$ cat src/rtl/lpf_acq_sequencer.sv
// Acquisition sequencer for a shift-programmable lowpass filter: clear, ramp the shift down, then hold lock.
// Optional lock watchdog enabled by defining LPF_ACQ_SEQUENCER_WATCHDOG_EN.
module lpf_acq_sequencer #(
    parameter int SHIFTBITS  = 4,
    parameter int SIGNALBITS = 14,
    parameter int DWELLBITS  = 24,
    parameter int WDBITS     = 10
) (
    input  logic                         clk_i,
    input  logic                         rst_i,
    input  logic                         start_i,
    input  logic                         abort_i,
    input  logic [SHIFTBITS:0]           shift_start_i,
    input  logic [SHIFTBITS:0]           shift_final_i,
    input  logic [DWELLBITS-1:0]         dwell_i,
    input  logic signed [SIGNALBITS-1:0] error_i,
    input  logic [SIGNALBITS-2:0]        thresh_i,
    output logic [SHIFTBITS:0]           shift_o,
    output logic                         filter_on_o,
    output logic                         blk_rstn_o,
    output logic                         busy_o,
    output logic                         locked_o,
    output logic                         fault_o
);

    typedef enum logic [1:0] {IDLE, CLEAR, RAMP, LOCKED} state_t;

    state_t               state, state_next;
    logic [SHIFTBITS:0]   start_q, final_q, start_d, final_d, shift_d;
    logic [DWELLBITS-1:0] dwell_q, dwell_d, dwell_cnt, dwell_cnt_d;
    logic                 clr_cnt, clr_cnt_d;
    logic                 filter_on_d, blk_rstn_d, busy_d, locked_d;
    logic                 accept, dwell_done, wd_fire;

    assign accept     = (state == IDLE) && start_i && !abort_i;
    assign dwell_done = (dwell_cnt == DWELLBITS'(1));

`ifdef LPF_ACQ_SEQUENCER_WATCHDOG_EN
    localparam logic [SIGNALBITS-1:0] ERR_MIN = {1'b1, {(SIGNALBITS-1){1'b0}}};

    logic [SIGNALBITS-1:0] err_neg;
    logic [SIGNALBITS-2:0] err_mag;
    logic                  excursion;
    logic [WDBITS-1:0]     wd_cnt;
    logic                  fault_q;

    assign err_neg = '0 - $unsigned(error_i);

    // The most negative input has no positive twin; clamp it to full scale.
    always_comb begin
        if (!error_i[SIGNALBITS-1])
            err_mag = error_i[SIGNALBITS-2:0];
        else if ($unsigned(error_i) == ERR_MIN)
            err_mag = '1;
        else
            err_mag = err_neg[SIGNALBITS-2:0];
    end

    assign excursion = (err_mag > thresh_i);
    assign wd_fire   = (state == LOCKED) && excursion && (wd_cnt == '1);

    always_ff @(posedge clk_i or posedge rst_i) begin
        if (rst_i) begin
            wd_cnt  <= '0;
            fault_q <= 1'b0;
        end else begin
            if ((state == LOCKED) && excursion && !wd_fire)
                wd_cnt <= wd_cnt + 1'b1;
            else
                wd_cnt <= '0;
            if (accept)
                fault_q <= 1'b0;
            else if (wd_fire && !abort_i)
                fault_q <= 1'b1;
        end
    end

    assign fault_o = fault_q;
`else
    logic unused_err;
    assign unused_err = ^{1'b0, error_i, thresh_i};
    assign wd_fire    = 1'b0;
    assign fault_o    = 1'b0;
`endif

    always_ff @(posedge clk_i or posedge rst_i) begin
        if (rst_i) begin
            state       <= IDLE;
            shift_o     <= '0;
            filter_on_o <= 1'b0;
            blk_rstn_o  <= 1'b0;
            busy_o      <= 1'b0;
            locked_o    <= 1'b0;
            start_q     <= '0;
            final_q     <= '0;
            dwell_q     <= '0;
            dwell_cnt   <= '0;
            clr_cnt     <= 1'b0;
        end else begin
            state       <= state_next;
            shift_o     <= shift_d;
            filter_on_o <= filter_on_d;
            blk_rstn_o  <= blk_rstn_d;
            busy_o      <= busy_d;
            locked_o    <= locked_d;
            start_q     <= start_d;
            final_q     <= final_d;
            dwell_q     <= dwell_d;
            dwell_cnt   <= dwell_cnt_d;
            clr_cnt     <= clr_cnt_d;
        end
    end

    always_comb begin
        state_next = state;
        case (state)
            IDLE:    if (start_i) state_next = CLEAR;
            CLEAR:   if (clr_cnt) state_next = RAMP;
            RAMP:    if (dwell_done && (shift_o == final_q)) state_next = LOCKED;
            LOCKED:  if (wd_fire) state_next = CLEAR;
            default: state_next = IDLE;
        endcase
        if (abort_i)
            state_next = IDLE;
    end

    // Registered outputs are decoded from the upcoming state so they change with it.
    always_comb begin
        shift_d     = shift_o;
        start_d     = start_q;
        final_d     = final_q;
        dwell_d     = dwell_q;
        dwell_cnt_d = dwell_cnt;
        clr_cnt_d   = 1'b0;

        if (accept) begin
            final_d = shift_final_i;
            start_d = (shift_start_i < shift_final_i) ? shift_final_i : shift_start_i;
            dwell_d = (dwell_i == '0) ? DWELLBITS'(1) : dwell_i;
        end

        if ((state == CLEAR) && (state_next == CLEAR))
            clr_cnt_d = 1'b1;

        if ((state == CLEAR) && (state_next == RAMP)) begin
            shift_d     = start_q;
            dwell_cnt_d = dwell_q;
        end else if ((state == RAMP) && (state_next == RAMP)) begin
            if (dwell_done) begin
                shift_d     = shift_o - 1'b1;
                dwell_cnt_d = dwell_q;
            end else begin
                dwell_cnt_d = dwell_cnt - 1'b1;
            end
        end else if (state_next != RAMP) begin
            dwell_cnt_d = '0;
        end

        filter_on_d = (state_next == RAMP) || (state_next == LOCKED);
        blk_rstn_d  = (state_next != CLEAR);
        busy_d      = (state_next == CLEAR) || (state_next == RAMP);
        locked_d    = (state_next == LOCKED);
    end

endmodule
$ cat config.mk
export PLATFORM = sky130hd
export DESIGN_NAME = lpf_acq_sequencer
export DESIGN_NICKNAME = d
export VERILOG_FILES = /design/src/rtl/lpf_acq_sequencer.sv
export SDC_FILE = /design/constraint.sdc
export NUM_CORES = 1
export LEC_CHECK = 0
export CAP_MARGIN = 20
export CORE_ASPECT_RATIO = 1.1
export CORE_MARGIN = 8
export CORE_UTILIZATION = 35
export DETAILED_ROUTE_END_ITERATION = 16
export GPL_TIMING_DRIVEN = 0
export PLACE_DENSITY = 0.62
export SLEW_MARGIN = 0
export SYNTH_ARGS = -nofsm -noshare
export SYNTH_HDL_FRONTEND = slang
export SYNTH_SLANG_ARGS = --single-unit
$ cat constraint.sdc
create_clock -name clk_i -period 7.01 [get_ports clk_i]
set_clock_uncertainty 0.05 [all_clocks]
set_input_delay 1.402 -clock clk_i [delete_from_list [all_inputs] [get_ports clk_i]]
set_output_delay 1.402 -clock clk_i [all_outputs]
set_load 0.02 [all_outputs]
==> results.yml, run 1 <==
timing:
  worst_pin_slew_ps: 864
  min_period_ps: 4210
  tns_ps: 0
  max_freq_mhz: 238
  slew_headroom_pct: 42.4
  rsz0062_at_grt: "false"
  setup-violations-final: 0
  fin_crit_sh_pct: 60.0
  slew_viol_final: 0
  finalHoldViolCount: 0
die:
  ios: 75
  die-width_um: 116
  die_h_um: 126
  die-area_mm2: 0.0147
  coreArea_mm2: 0.0109
  start_util_pct: 35.6
  rows: 40
power:
  pwr_density_cell_mw_per_mm2: 259
  leakagePower_nw: 2.08
  finalPower_mw: 1.25
  ir_drop_v: 0.000169
grt:
  grt_antenna_before_repair: 0
  grt-ovfl-total: 0
  grt_max_degree: 71
  grt_pass1_vias: 3380
  track_usage_pct: 14.9
  grt_first_pass_wirelength_um: 17200
drt:
  wl_per_cell_um: 17.7
  first_pass_iters: 5
  antenna_left: 0
  vias: 3262
  routed_wl_um: 10300
  drt_iter0_drc: 230
  vias_per_cell: 5.60
  drc: 0
placement:
  gp_congestion: 0.891
  place_inst: 567
  dpl.hpwl_um: 7680
  port_buffers: 46
synthesis:
  syn_avg_cell_area_um2: 10.3
  synth_cells: 374
  synth-simple-area-share_pct: 19.5
  synth_top_family_by_area: "simple AND/OR/NAND/NOR gates"
  synthMuxAreaShare_pct: 10.3
  yosys_warnings: 0
  syn_area_mm2: 0.00387
  synth_edf_count: 0
  synth-main-ff-cell: "dfrtp_1"
  synth_compound_area_share_pct: 15.2
  synth-seq-cells: 70
  yosys.area_share.adder_pct: 3.23
  syn-num-nets: 449
  synth_xor_xnor_area_share_pct: 2.49
  yosysSeqAreaShare_pct: 45.3
  async_reset_ff_share_pct: 100
  synthDistinctLibCells: 62
finish:
  layout.nets: 506
  register_area_mm2: 0.00175
  multi_input_area_mm2: 0.00197
  diodes: 0
  final_layout_size_suffix_gt1_share_pct: 16.3
  layout_common_cells: "70 x dfrtp_1, 46 x clkdlybuf4s50_1, 30 x mux2_2"
  final_cells: 583
  area_growth_pct: 24.9
  mostFrequentLayoutCell: "dfrtp_1"
  nFillCells: 1027
clock_tree:
  cts_tree: "yes"
  cts.clk_slew.worst_paths_ps: 60
  post_cts_buffers: 0
  postCtsHoldBufs: 0
  root_buffer: "clkbuf_16"
  cts_resized: 0
  cts_htree_levels: 3
  numCtsBuffers: 9
  clockBufferDepth: 2
  clk_latency_ps: 330
  cts_sinks: 70
worst_setup_path:
  regToRegSetupSlack_ps: 2800
  arrival_ps: 4370
  worstSetupPathType: "reg2reg"
  end_kind: "flip-flop"
  cp_max_fo: 10
  cp.required_ps: 7170
  worstSetupStartpointType: "flip-flop"
job:
  cap_violations: 0
run_status:
  outcome: "finished clean"
hold_path:
  min_path_type: "reg2reg"
[sequential cells by signal (all words and copies together), names as in the netlist]
register,count
dwell_q,24
state,2
clr_cnt,1
shift_o,5
final_q,5
filter_on_o,1
locked_o,1
blk_rstn_o,1
dwell_cnt,24
busy_o,1
start_q,5
[area by class of cell]
cell class / count / share of cell area (%)
tap: 147 / 3.81
buffer: 18 / 1.99
inverter: 15 / 1.22
clock inverter: 4 / 1.45
multi-input combinational: 271 / 40.7
sequential: 70 / 36.2
timing repair buffer: 46 / 9.53
clock buffer: 12 / 5.10
[report_power, final]
part / internal (mW) / switching (mW) / total [mW]
Sequential: 0.459 / 0.0506 / 0.510
Clock: 0.320 / 0.168 / 0.488
Combinational: 0.133 / 0.123 / 0.256
Total: 0.912 / 0.341 / 1.25
[layer usage]
layer	vias to the layer above	track usage [%]	wire, µm
met5	-	0	0
met4	0	5.81	177
met3	14	3.54	492
met2	101	24.5	5090
met1	1626	18.4	4590
li1	1521	-	-
[worst paths after layout]
| path | endpoint | from | cells past startpoint |
|---|---|---|---|
| setup / recovery | dwell_cnt[0] | dwell_cnt[0] | 12 |
| hold / removal | dwell_cnt[8] | dwell_q[8] | 1 |
| setup reg to reg | dwell_cnt[0] | dwell_cnt[0] | 12 |
| hold reg to reg | dwell_cnt[8] | dwell_q[8] | 1 |
| max in group asynchronous | dwell_q[6] | rst_i | 2 |
| min in group asynchronous | final_q[1] | rst_i | 2 |
[critical path: stages (launching register included)]
cell and delay (ps):
dfrtp_1 460, ha_1 180, or3b_2 480, nor4_4 400, and3_2 300, a311oi_1 120
or3_1 380, ha_1 280, and2_0 320, nand4_4 230, nand2_1 230, buf_2 270
a221o_1 370
[through the flow]
stage / setup WS [ps] / instance area (µm²) / util [%] / hold slack [ps]
2_1_floorplan: 3440 / 3870 / - / 419
6_report: 2800 / 4830 / 44.5 / 464
4_1_cts: 2790 / 4830 / 44.5 / 466
3_3_place_gp: 2570 / 4510 / 41.6 / 449
3_5_place_dp: 2650 / 4520 / 41.6 / 453
5_1_grt: 2570 / 4830 / 44.5 / 494
[Yosys cell counts, types with 10 or more instances]
cell	instances	area share, %
clkbuf_1	11	1.1
nor3_1	13	1.7
a21oi_1	12	1.6
nor2_1	27	2.6
nand2_1	17	1.6
nor4_1	13	2.1
mux2_2	30	8.7
a221o_1	12	3.1
ha_1	10	3.2
o21ai_0	23	3.0
inv_1	15	1.5
dfrtp_1	70	45
[logic make-up (layout without fill, tap and decap cells)]
family	count (synthesis)	count (layout)
buffers and inverters	33	95
DFF	70	70
other	1	1
adders and majority gates	10	10
and+or+nand+nor	129	129
AOI/OAI and AO/OA	84	84
xor gates and xnor gates	11	11
muxes	36	36
(Power assumes the default switching activity.)
==> run 2: changes to the inputs <==
clock period = 4.2 ns   (was 7.01 ns; I/O delays follow)
==> run 2 against run 1 <==
  * Sequential share of layout area shrank 0.11 points
  * First-iteration DRC count fell by 10%
  * Setup slack lost 2600 ps
  * Wire length increased by 0.22%
  * Critical path type unchanged
  * Critical endpoint unchanged
==> results.yml, run 2 (synthesized netlist as in run 1, its figures left out) <==
power:
  combPwrFrac_pct: 20.4
  pwr_density_cell_mw_per_mm2: 431
  finalPower_mw: 2.09
  leakagePower_nw: 2.09
  p_seq_share_pct: 40.7
  p_sw_mw: 0.569
  ir_drop_v: 0.000283
  clock_power_share_pct: 38.9
  intPower_mw: 1.52
  switching_share_pct: 27.2
finish:
  area_growth_pct: 25.3
  mostFrequentLayoutCell: "dfrtp_1"
  final_layout_size_suffix_gt1_share_pct: 16.7
  layout_common_cells: "70 x dfrtp_1, 46 x clkdlybuf4s50_1, 30 x mux2_2"
  reg_top3: "dwell_cnt x24, dwell_q x24"
  layout.nets: 508
  utilization_pct: 44.6
  diodes: 0
drt:
  antenna_left: 0
  drc: 0
  routed_wl_um: 10400
  wl_per_cell_um: 17.7
  vias_per_cell: 5.54
  drt_iter0_drc: 207
  vias: 3242
  first_pass_iters: 4
clock_tree:
  clk_latency_ps: 330
  cts_sinks: 70
  cts_tree: "yes"
  root_buffer: "clkbuf_16"
  numCtsBuffers: 9
  cts_htree_levels: 3
  cts.clk_slew.worst_paths_ps: 60
  clockBufferDepth: 2
  postCtsHoldBufs: 0
hold_path:
  min_path_type: "reg2reg"
worst_setup_path:
  critPathBufInv: 1
  worstSetupStartpointType: "flip-flop"
  worstSetupPathType: "reg2reg"
  cp.required_ps: 4360
  crit_family: "simple AND/OR/NAND/NOR gates"
  cp_slowest_stage_delay_ps: 480
  path_cells: "ha_1, or3b_2, nor4_4, and3_2, a311oi_1, or3_1, ha_1, and2_1, nand4_4, nand2_1, buf_2, a221o_1"
  arrival_ps: 4150
  cpMostUsedCell: "ha_1"
  end_kind: "flip-flop"
  cp_max_fo: 10
  slowest_stage: "or3b_2"
timing:
  max_freq_mhz: 251
  slew_headroom_pct: 42.3
  fin_crit_sh_pct: 94.9
  rsz0062_at_grt: "false"
  finalHoldViolCount: 0
  setup-violations-final: 0
  worst_pin_slew_ps: 865
  tns_ps: 0
  slew_viol_final: 0
  min_period_ps: 3990
grt:
  track_usage_pct: 15.0
  grt_antenna_before_repair: 0
  grt-ovfl-total: 0
  grt_max_degree: 71
  grt_first_pass_wirelength_um: 17200
  grt_pass1_vias: 3390
die:
  die-width_um: 116
  ios: 75
  coreArea_mm2: 0.0109
  die-area_mm2: 0.0147
  rows: 40
  die_h_um: 126
  start_util_pct: 35.6
placement:
  dpl.hpwl_um: 7680
  port_buffers: 46
  gp_congestion: 0.891
job:
  cap_violations: 0
run_status:
  outcome: "finished clean"
-- run 2: worst paths after layout --
check                           cells after the start    startpoint      endpoint  slack [ps]
min in group asynchronous                           2         rst_i    final_q[1]         990
worst min-delay path                                1    dwell_q[8]  dwell_cnt[8]         460
max in group asynchronous                           2         rst_i  dwell_cnt[0]        2540
worst max register to register                     12  dwell_cnt[0]  dwell_cnt[0]         210
worst min register to register                      1    dwell_q[8]  dwell_cnt[8]         460
worst max-delay path                               12  dwell_cnt[0]  dwell_cnt[0]         210
-- run 2: power by group through the flow --
stage	clock [mW]	combinational (mW)	sequential, mW
6_report	0.814	0.427	0.850
5_1_grt	0.860	0.470	0.862
4_1_cts	0.825	0.429	0.850
3_5_place_dp	0	0.425	0.860
3_3_place_gp	0	0.418	0.857
2_1_floorplan	0	0.282	0.844
-- run 2: routing by layer --
metal  part of all wire (%)  up-vias  GRT usage [%]
li1                       -     1526              -
met1                     43     1607           18.3
met2                     50       96           24.6
met3                    5.2       13           3.54
met4                    1.6        0           5.81
met5                      0        -              0
-- run 2: metrics by stage --
| step | cell area (µm²) | hold WS (ps) | std cells | setup WS [ps] |
|---|---|---|---|---|
| detailed placement | 4520 | 453 | 567 | 11.4 |
| finish | 4850 | 464 | 585 | 214 |
| floorplan | 3870 | 419 | 374 | 630 |
| global placement | 4510 | 449 | 567 | 48.6 |
| CTS | 4840 | 466 | 584 | 104 |
| global route | 4850 | 494 | 585 | 7.08 |
-- run 2: final cells by class --
cell class	count	area [µm²]
tap	147	184
multi-input combinational	271	1970
clock buffer	12	246
fill	1025	6010
buffer	18	96.3
timing repair buffer	48	475
clock inverter	4	70.1
inverter	15	58.8
sequential	70	1750
-- run 2: repair_timing --
| action | in CTS | in global routing |
|---|---|---|
| resized for setup | 0 | 1 |
| buffers inserted | 1 | 1 |
| pin swaps | 1 | 1 |
| endpoints found under the setup margin | 8 | 8 |
==> run 3: changes to the inputs <==
CORE_MARGIN = 2   (was 8)
==> run 3 against run 2 <==
  * Maximum frequency is 0.31% higher
  * Sequential share of layout area shrank 0.093 points
  * Cell count shrank 0.17%
  * Setup slack gained 13 ps
  * Core utilization grew 0.12 points
  * Register-to-register slack about the same
  * Die area decreased by 19%
  * Sequential power is essentially flat
  * Non-clock buffer count is 1 lower
  * Worst hold slack got worse by 5.2 ps
  * Cell area is 0.26% higher
  * Critical path type unchanged
==> results.yml, run 3 (synthesized netlist as in run 1, its figures left out) <==
finish:
  final_layout_size_suffix_gt1_share_pct: 17.4
  design_area_mm2: 0.00486
  reg_top3: "dwell_cnt x24, dwell_q x24"
  mostFrequentLayoutCell: "dfrtp_1"
  diodes: 0
  nFillCells: 1027
  utilization_pct: 44.8
  layout_common_cells: "70 x dfrtp_1, 46 x clkdlybuf4s50_1, 30 x mux2_2"
  final_cells: 584
  layout.nets: 507
  area_growth_pct: 25.6
timing:
  slew_viol_final: 0
  worst_pin_slew_ps: 868
  finalHoldViolCount: 0
  fin_crit_sh_pct: 94.6
  tns_ps: 0
  hold_slack_ps: 458
  max_freq_mhz: 252
  slew_headroom_pct: 41.7
  setup_ws_ps: 226
  setup-violations-final: 0
  rsz0062_at_grt: "false"
  min_period_ps: 3970
placement:
  placed_cell_area_mm2: 0.00452
  port_buffers: 46
  gp_congestion: 0.888
  place_inst: 567
  dpl.hpwl_um: 7470
  place_ws_ps: -27.9
hold_path:
  min_from: "dwell_q[22]"
  min_path_type: "reg2reg"
worst_setup_path:
  arrival_ps: 4130
  crit_path_start: "dwell_cnt[1]"
  worstSetupPathType: "reg2reg"
  worstSetupStartpointType: "flip-flop"
  end_kind: "flip-flop"
  cp.required_ps: 4360
  cp_max_fo: 10
  reg2reg_from: "dwell_cnt[1]"
grt:
  grt_first_pass_wirelength_um: 16500
  grt_pass1_vias: 3162
  grt_antenna_before_repair: 0
  grt-ovfl-total: 0
  grt_max_degree: 71
  track_usage_pct: 17.6
die:
  coreArea_mm2: 0.0109
  rows: 40
  ios: 75
  die-area_mm2: 0.0119
  die_h_um: 114
  start_util_pct: 35.6
  die-width_um: 104
clock_tree:
  postCtsHoldBufs: 0
  cts.clk_slew.worst_paths_ps: 60
  cts_htree_levels: 3
  root_buffer: "clkbuf_16"
  clk_latency_ps: 330
  cts_tree: "yes"
  cts_sinks: 70
  numCtsBuffers: 9
  clockBufferDepth: 2
power:
  pwr_density_cell_mw_per_mm2: 435
  leakagePower_nw: 2.09
  ir_drop_v: 0.000356
  finalPower_mw: 2.11
run_status:
  outcome: "finished clean"
drt:
  routed_wl_um: 9930
  vias_per_cell: 5.54
  antenna_left: 0
  drc: 0
  wl_per_cell_um: 17.0
  first_pass_iters: 5
  vias: 3234
  drt_iter0_drc: 323
job:
  cap_violations: 0
run 3: path summary, 6_finish.rpt:
kind	to	slack [ps]	depth (start not counted)
worst max register to register	dwell_cnt[0]	230	13
worst min-delay path	dwell_q[22]	460	1
min in group asynchronous	final_q[1]	970	2
max in group asynchronous	dwell_q[16]	2530	2
worst max-delay path	dwell_cnt[0]	230	13
worst min register to register	dwell_q[22]	460	1
run 3: layout make-up:
type                    count  area [µm²]  share of cell area, %
inverters                  15        58.8                   1.21
clock buffers              10         239                   4.92
plain buffers              18        96.3                   1.98
repair buffers             47         468                   9.63
multi-input cells         271        1970                   40.5
flip-flops and latches     70        1750                   36.0
clock inverters             6        93.8                   1.93
well taps                 147         184                   3.78
run 3: power by group:
group	switching (mW)	total [mW]	internal, mW
Clock	0.299	0.839	0.540
Combinational	0.205	0.427	0.222
Sequential	0.0825	0.848	0.766
Total	0.587	2.11	1.53
run 3: metal layers:
layer | global-route usage (%) | wire length (µm) | up-vias | share of wire, %
met3 | 3.41 | 450 | 14 | 4.5
met2 | 28.6 | 4840 | 84 | 49
met4 | 7.66 | 246 | 0 | 2.5
met5 | 0 | 0 | - | 0
li1 | - | - | 1527 | -
met1 | 23.0 | 4400 | 1609 | 44
run 3: what timing repair did:
item / in CTS / in global routing
setup endpoints to repair: 8 / 8
gates resized for setup: 1 / 2
pin swaps: 0 / 1
buffers inserted: 0 / 1
run 3: worst max-delay path: stages (launching register included):
cell and delay, ps:
dfrtp_1 380, inv_1 110, ha_1 150, or3b_2 490, nor4_4 370, and3_2 280
a311oi_1 130, or3_1 390, ha_1 280, and2_2 260, nand4_4 170, nand2_2 180
buf_2 240, a221o_1 360
